<file path="src/rtl/regfile_pkg.sv">
// Shared types and default sizes for the register-file writeback arbiter.
package regfile_pkg;

  typedef enum logic {GRANT_A, GRANT_B} grant_t;

  localparam int REG_ADDR_W = 5;
  localparam int REG_DATA_W = 32;
  localparam int NUM_REGS   = 32;

  typedef struct packed {
    logic                  valid;
    logic [REG_ADDR_W-1:0] addr;
    logic [REG_DATA_W-1:0] data;
  } wb_req_t;

endpackage

</file>
<file path="src/rtl/regfile_wb_arbiter_rr_arbiter2.sv">
// Two-input round-robin arbiter. Bit 0 is requester A, bit 1 is requester B.
// Priority only rotates when both requested and a transfer was accepted.
module rr_arbiter2
  import regfile_pkg::*;
(
  input  logic       clk,
  input  logic       rst,
  input  logic [1:0] req,
  input  logic       accept,
  output logic [1:0] gnt
);

  grant_t last_grant_reg;
  grant_t last_grant_next;

  // Last-grant register; after reset B counts as last winner so A wins first.
  always_ff @(posedge clk or posedge rst) begin
    if (rst) last_grant_reg <= GRANT_B;
    else     last_grant_reg <= last_grant_next;
  end

  // Grant selection and priority rotation; grants are suppressed during reset.
  always_comb begin
    gnt             = 2'b00;
    last_grant_next = last_grant_reg;
    if (!rst) begin
      unique case (req)
        2'b01:   gnt = 2'b01;
        2'b10:   gnt = 2'b10;
        2'b11:   gnt = (last_grant_reg == GRANT_B) ? 2'b01 : 2'b10;
        default: gnt = 2'b00;
      endcase
      if (accept && req == 2'b11)
        last_grant_next = gnt[0] ? GRANT_A : GRANT_B;
    end
  end

endmodule

</file>
<file path="src/rtl/regfile_wb_arbiter.sv">
// Shares the register-file write port between the ALU (A) and load (B)
// writeback paths, tracks outstanding writes per register, and counts
// cycles in which both paths competed.
module regfile_wb_arbiter
  import regfile_pkg::*;
#(
  parameter int ADDRESS_WIDTH = REG_ADDR_W,
  parameter int DATA_WIDTH    = REG_DATA_W,
  parameter int CNT_WIDTH     = 16
) (
  input  logic                          clk,
  input  logic                          rst,
  input  logic                          a_valid,
  input  logic [ADDRESS_WIDTH-1:0]      a_addr,
  input  logic [DATA_WIDTH-1:0]         a_data,
  output logic                          a_ready,
  input  logic                          b_valid,
  input  logic [ADDRESS_WIDTH-1:0]      b_addr,
  input  logic [DATA_WIDTH-1:0]         b_data,
  output logic                          b_ready,
  input  logic                          iss_valid,
  input  logic [ADDRESS_WIDTH-1:0]      iss_addr,
  output logic                          we3,
  output logic [ADDRESS_WIDTH-1:0]      ad3,
  output logic [DATA_WIDTH-1:0]         wd3,
  output logic [2**ADDRESS_WIDTH-1:0]   pending,
  output logic [CNT_WIDTH-1:0]          conflict_cnt
);

  localparam int REG_COUNT = 2**ADDRESS_WIDTH;

  logic [1:0]               req;
  logic [1:0]               gnt;
  logic                     transfer;
  logic [ADDRESS_WIDTH-1:0] win_addr;
  logic [DATA_WIDTH-1:0]    win_data;

  logic                     we3_reg;
  logic [ADDRESS_WIDTH-1:0] ad3_reg;
  logic [DATA_WIDTH-1:0]    wd3_reg;
  logic [CNT_WIDTH-1:0]     conflict_cnt_reg;

  assign req = {b_valid, a_valid};

  rr_arbiter2 u_arb (
    .clk    (clk),
    .rst    (rst),
    .req    (req),
    .accept (transfer),
    .gnt    (gnt)
  );

  assign a_ready  = gnt[0];
  assign b_ready  = gnt[1];
  assign transfer = |(gnt & req);

  // Mux the winning requester onto the write path.
  always_comb begin
    win_addr = a_addr;
    win_data = a_data;
    if (gnt[1]) begin
      win_addr = b_addr;
      win_data = b_data;
    end
  end

  // Registered write port; address 0 consumes the grant but never writes.
  always_ff @(posedge clk or posedge rst) begin
    if (rst) begin
      we3_reg <= 1'b0;
      ad3_reg <= '0;
      wd3_reg <= '0;
    end else if (transfer) begin
      we3_reg <= (win_addr != '0);
      ad3_reg <= win_addr;
      wd3_reg <= win_data;
    end else begin
      we3_reg <= 1'b0;
    end
  end

  assign we3 = we3_reg;
  assign ad3 = ad3_reg;
  assign wd3 = wd3_reg;

  // Pending scoreboard: one flop per register, register 0 is hardwired clear.
  generate
    for (genvar gi = 0; gi < REG_COUNT; gi++) begin : g_pending
      if (gi == 0) begin : g_zero
        assign pending[gi] = 1'b0;
      end else begin : g_bit
        logic bit_reg;
        logic set_hit;
        logic clr_hit;
        assign set_hit = iss_valid && (iss_addr == ADDRESS_WIDTH'(gi));
        assign clr_hit = transfer && (win_addr == ADDRESS_WIDTH'(gi));
        // A new issue takes precedence over a writeback to the same register.
        always_ff @(posedge clk or posedge rst) begin
          if (rst)          bit_reg <= 1'b0;
          else if (set_hit) bit_reg <= 1'b1;
          else if (clr_hit) bit_reg <= 1'b0;
        end
        assign pending[gi] = bit_reg;
      end
    end
  endgenerate

  // Saturating count of cycles where both requesters were valid.
  always_ff @(posedge clk or posedge rst) begin
    if (rst)
      conflict_cnt_reg <= '0;
    else if (a_valid && b_valid && conflict_cnt_reg != '1)
      conflict_cnt_reg <= conflict_cnt_reg + CNT_WIDTH'(1);
  end

  assign conflict_cnt = conflict_cnt_reg;

endmodule

</file>
<file path="config.mk">
export PLATFORM = sky130hd
export DESIGN_NAME = regfile_wb_arbiter
export DESIGN_NICKNAME = d
export VERILOG_FILES = /design/src/rtl/regfile_pkg.sv /design/src/rtl/regfile_wb_arbiter_rr_arbiter2.sv /design/src/rtl/regfile_wb_arbiter.sv
export SDC_FILE = /design/constraint.sdc
export NUM_CORES = 1
export LEC_CHECK = 0
export ABC_CLOCK_PERIOD_IN_PS = 6100
export CAP_MARGIN = 30
export CORE_MARGIN = 2
export CORE_UTILIZATION = 35
export DETAILED_ROUTE_END_ITERATION = 10
export DONT_BUFFER_PORTS = 1
export GPL_TIMING_DRIVEN = 0
export PLACE_DENSITY = 0.5
export REMOVE_ABC_BUFFERS = 1
export SLEW_MARGIN = 15
export SYNTH_ARGS = -nofsm -noshare
export SYNTH_HDL_FRONTEND = slang
export SYNTH_SLANG_ARGS = --single-unit
</file>
<file path="constraint.sdc">
create_clock -name clk -period 6.1 [get_ports clk]
set_clock_uncertainty 0.15 [all_clocks]
set_input_delay 1.525 -clock clk [delete_from_list [all_inputs] [get_ports clk]]
set_output_delay 1.525 -clock clk [all_outputs]
set_load 0.01 [all_outputs]
</file>
==> impl.org <==
** Logic synthesis
- The share of synthesized area in the top cell type comes to 0.450.
- Async set-or-reset flop fraction in the synthesized netlist :: 1.00
- By instance count, the leading cell after synthesis is nor2_1.
- Number of synthesized register bits :: 86
- Count of yosys warnings during synthesis :: 0
- Post-synthesis instance area :: 4720 sq um
- Synth Flop Type :: dfrtp_1
- Commonest cells in the netlist :: 96 x nor2_1, 85 x dfrtp_1, 66 x a21oi_1
- Top area cells in the synthesized netlist :: dfrtp_1 45%, nor2_1 7.6%, a21oi_1 7.0%
- Synthesis produced 560 cells.
- Averaged over all synthesized cells, the footprint is 8.43 sq um.
- Area leader, netlist :: dfrtp_1
- The share of the Yosys chip area taken by registers is 0.456.
- EDFF count, synth :: 0
- Counting distinct cell types in the post-synthesis netlist gives approximately 50.

** Finish
- Antenna cell count :: 0
- Flip-flop count of the largest register after layout :: 32
- In the final layout, the share of cells above drive strength 1 is 0.0729.
- Final net count :: 601
- Count of placed standard cells in the final layout, fillers left out :: 697
- Compared with the post-synthesis result, the final layout area differs by 7.23%.
- Final design utilization :: 0.384

** Timing
- Relative slew slack :: 0.418
- Number of max-slew violations in the final report :: 0
- Setup repair after global routing missed its margin :: false
- Setup violations remaining at the end of the flow were counted as 0.
- At the pin with the least slew margin, the transition time is about 0.87 ns.
- Slack of the critical path :: 2.08 ns
- The routed design could run at a clock period as short as 4.02 ns.
- Timing would allow up to 249 MHz.
- Final Hold Fails :: 0
- Setup total negative slack on the finished layout was measured at 0 ns.
- In the finished design, the share of the clock period the worst path needs comes to 0.659.

** Global route
- Wire length of the first global-routing pass :: 20.6 mm
- The number of antenna violations at the first check in global routing was 0.
- Overall overflow remaining after global route :: 0
- Overall global routing resource usage :: 0.183
- Vias in the first global route :: 3785
- Maximum number of pins on one net before global-route repair :: 50

** Route
- Detailed router's first-iteration violation count :: 189
- Detailed-route vias per instance :: between 5 and 6
- After detailed routing, the average wire length per cell comes to 18.5 microns.
- Total Routed Length :: 12.9 mm
- The first detailed-routing pass ran for 7 iterations.
- Residual DRC count :: 0
- Once detail routing completed, the nets flagged for antenna violations numbered 0.
- Routed vias :: 3762

** Clocking
- CTS resizes :: 0
- Clock sink count :: 86
- Buffers inserted to repair hold after CTS numbered 0.
- The clock tree synthesis step divided the H-tree into 3 levels.
- Number of buffers created by CTS :: 9
- CTS root buffer :: clkbuf_16
- Maximum clock path buffer count :: 2
- Clock latency on the worst-skew pair, taken at its later pin, is 0.35 ns.
- Buffers added to address setup during post-CTS repair amount to 0.
- TritonCTS built the clock tree.
- After clock tree synthesis, the clock-pin slew on the worst setup and hold paths is 0.06 ns.

** Setup path
- At the worst endpoint, the required time is around 4.4 ns.
- In this run the worst path has a maximum fanout of 21.
- Crit path kind :: primary input to output port
- STA classifies the critical path startpoint as a primary input.
- For the worst flop-to-flop path, the logic depth is 6.
- Endpoint class of the critical path :: output port
- Data arrival at the endpoint of the critical path :: 2.34 ns

** Placed design
- Number of placed instances with taps included :: just under 700
- Count of input and output buffers :: 0
- Final GP Congestion :: 0.841
- The wire-length estimate of the detail-placed layout is 9.33 mm.
- Before CTS, the worst setup slack after placement is 2.08 ns.

** Power and ir drop
- Pwr dens :: 361 nW/um^2
- Combinational Power Share :: 0.162
- The analysis attributes to net switching a power of 596 uW.
- The analysis attributes to cell leakage a power of between 2 and 2.5 nW.
- Of the total power, registers draw 0.497.
- Clock power frac :: 0.341
- Switching share of power :: 0.326
- VDD sags by at most approximately 0.13 mV.
- Cell internal power was estimated by the tool at 1.23 mW.

** Min path
- Type of the most critical hold path :: flop to flop
- Number of cells traversed by the worst hold path :: 1

** Die
- The initial utilization of the core area, before any placement, comes to 0.358.
- Die Outline Area :: 14400 sq um
- The core region is 13200 sq um.
- The floorplan step set the die height to 120 microns.
- Measured along the x axis, the die boundary spans 120 microns.
- 172 I/O pins were placed.
- Row Count :: between 40 and 50

** Run
- Across the run, the number of max-cap violations was 0.

** Run status
- Result of the run :: complete, no violations
[power by group through the flow]
stage	registers (mW)	clock network (mW)	logic (mW)
final	0.909	0.624	0.296
after floorplan	0.872	0	0.225
after global placement	0.921	0	0.274
after global routing	0.930	0.666	0.341
after CTS	0.913	0.647	0.301
after detailed placement	0.923	0	0.298
[metal layers]
metal,share of wire,track usage,up-vias,wire length (microns)
li1,-,-,1806,-
met1,0.40,0.215,1804,5180
met2,0.49,0.301,133,6290
met3,0.087,0.0637,19,1120
met4,0.024,0.0824,0,303
met5,0,0,-,0
[cell families (layout without fill, tap and decap cells)]
kind of cell / after synthesis / after routing / synth area share
adder cells (fa/ha/maj): 1 / 1 / 0.00265
buffers and inverters: 66 / 27 / 0.0829
AND/OR/NAND/NOR: 257 / 257 / 0.257
multiplexers: 22 / 22 / 0.0469
AO/OA/AOI/OAI: 115 / 115 / 0.132
flip-flops: 86 / 86 / 0.456
other: 1 / 1 / 0.000794
XOR/XNOR: 12 / 12 / 0.0223
[worst max-delay path, cell delays in order]
cell and delay [ns]:
a21bo_2 0.23, nor2_4 0.35, buf_16 0.22
[final timing paths]
path,start,to,slack [ns]
setup / recovery,b_valid,b_ready,2.08
hold reg to reg,u_arb.last_grant_reg,u_arb.last_grant_reg,0.39
max in group asynchronous,rst,g_pending[22].g_bit.bit_reg,4.21
hold / removal,u_arb.last_grant_reg,u_arb.last_grant_reg,0.39
min in group asynchronous,rst,conflict_cnt[3],0.97
setup reg to reg,u_arb.last_grant_reg,g_pending[8].g_bit.bit_reg,3.94
[per-stage QoR]
| step | area [sq um] | power [mW] | hold WS, ns |
|---|---|---|---|
| CTS | 5060 | 1.86 | 0.387 |
| floorplan | 4350 | 1.10 | 0.363 |
| global placement | 4570 | 1.20 | 0.375 |
| global route | 5060 | 1.94 | 0.406 |
| detailed placement | 4730 | 1.22 | 0.376 |
| finish | 5060 | 1.83 | 0.387 |
[layout by cell type, fill, tap and decap left out, types with 5 or more instances in the layout]
cell       netlist  final
a21oi_1         66     66
nor3_1          42     42
inv_1            6      5
nor2b_1          9      9
xor2_1           9      9
nand2_1         63     63
o21ai_1          6      5
o21ai_0         31     31
nand4_1          7      7
nor2_1          96     95
dfrtp_1         85     85
clkbuf_16        0      9
mux2i_1         21     21
nand3_1         16     16
[cell type report]
type                            instances  area, sq um
Inverter                                6         25.0
Fill cell                            1374         8130
Tap cell                              176          220
Clock buffer                            9          225
Multi-Input combinational cell        408         2200
Sequential cell                        86         2150
Clock inverter                          7          113
Timing Repair Buffer                    5          125
Note: power is estimated with default switching activity, not from simulation.
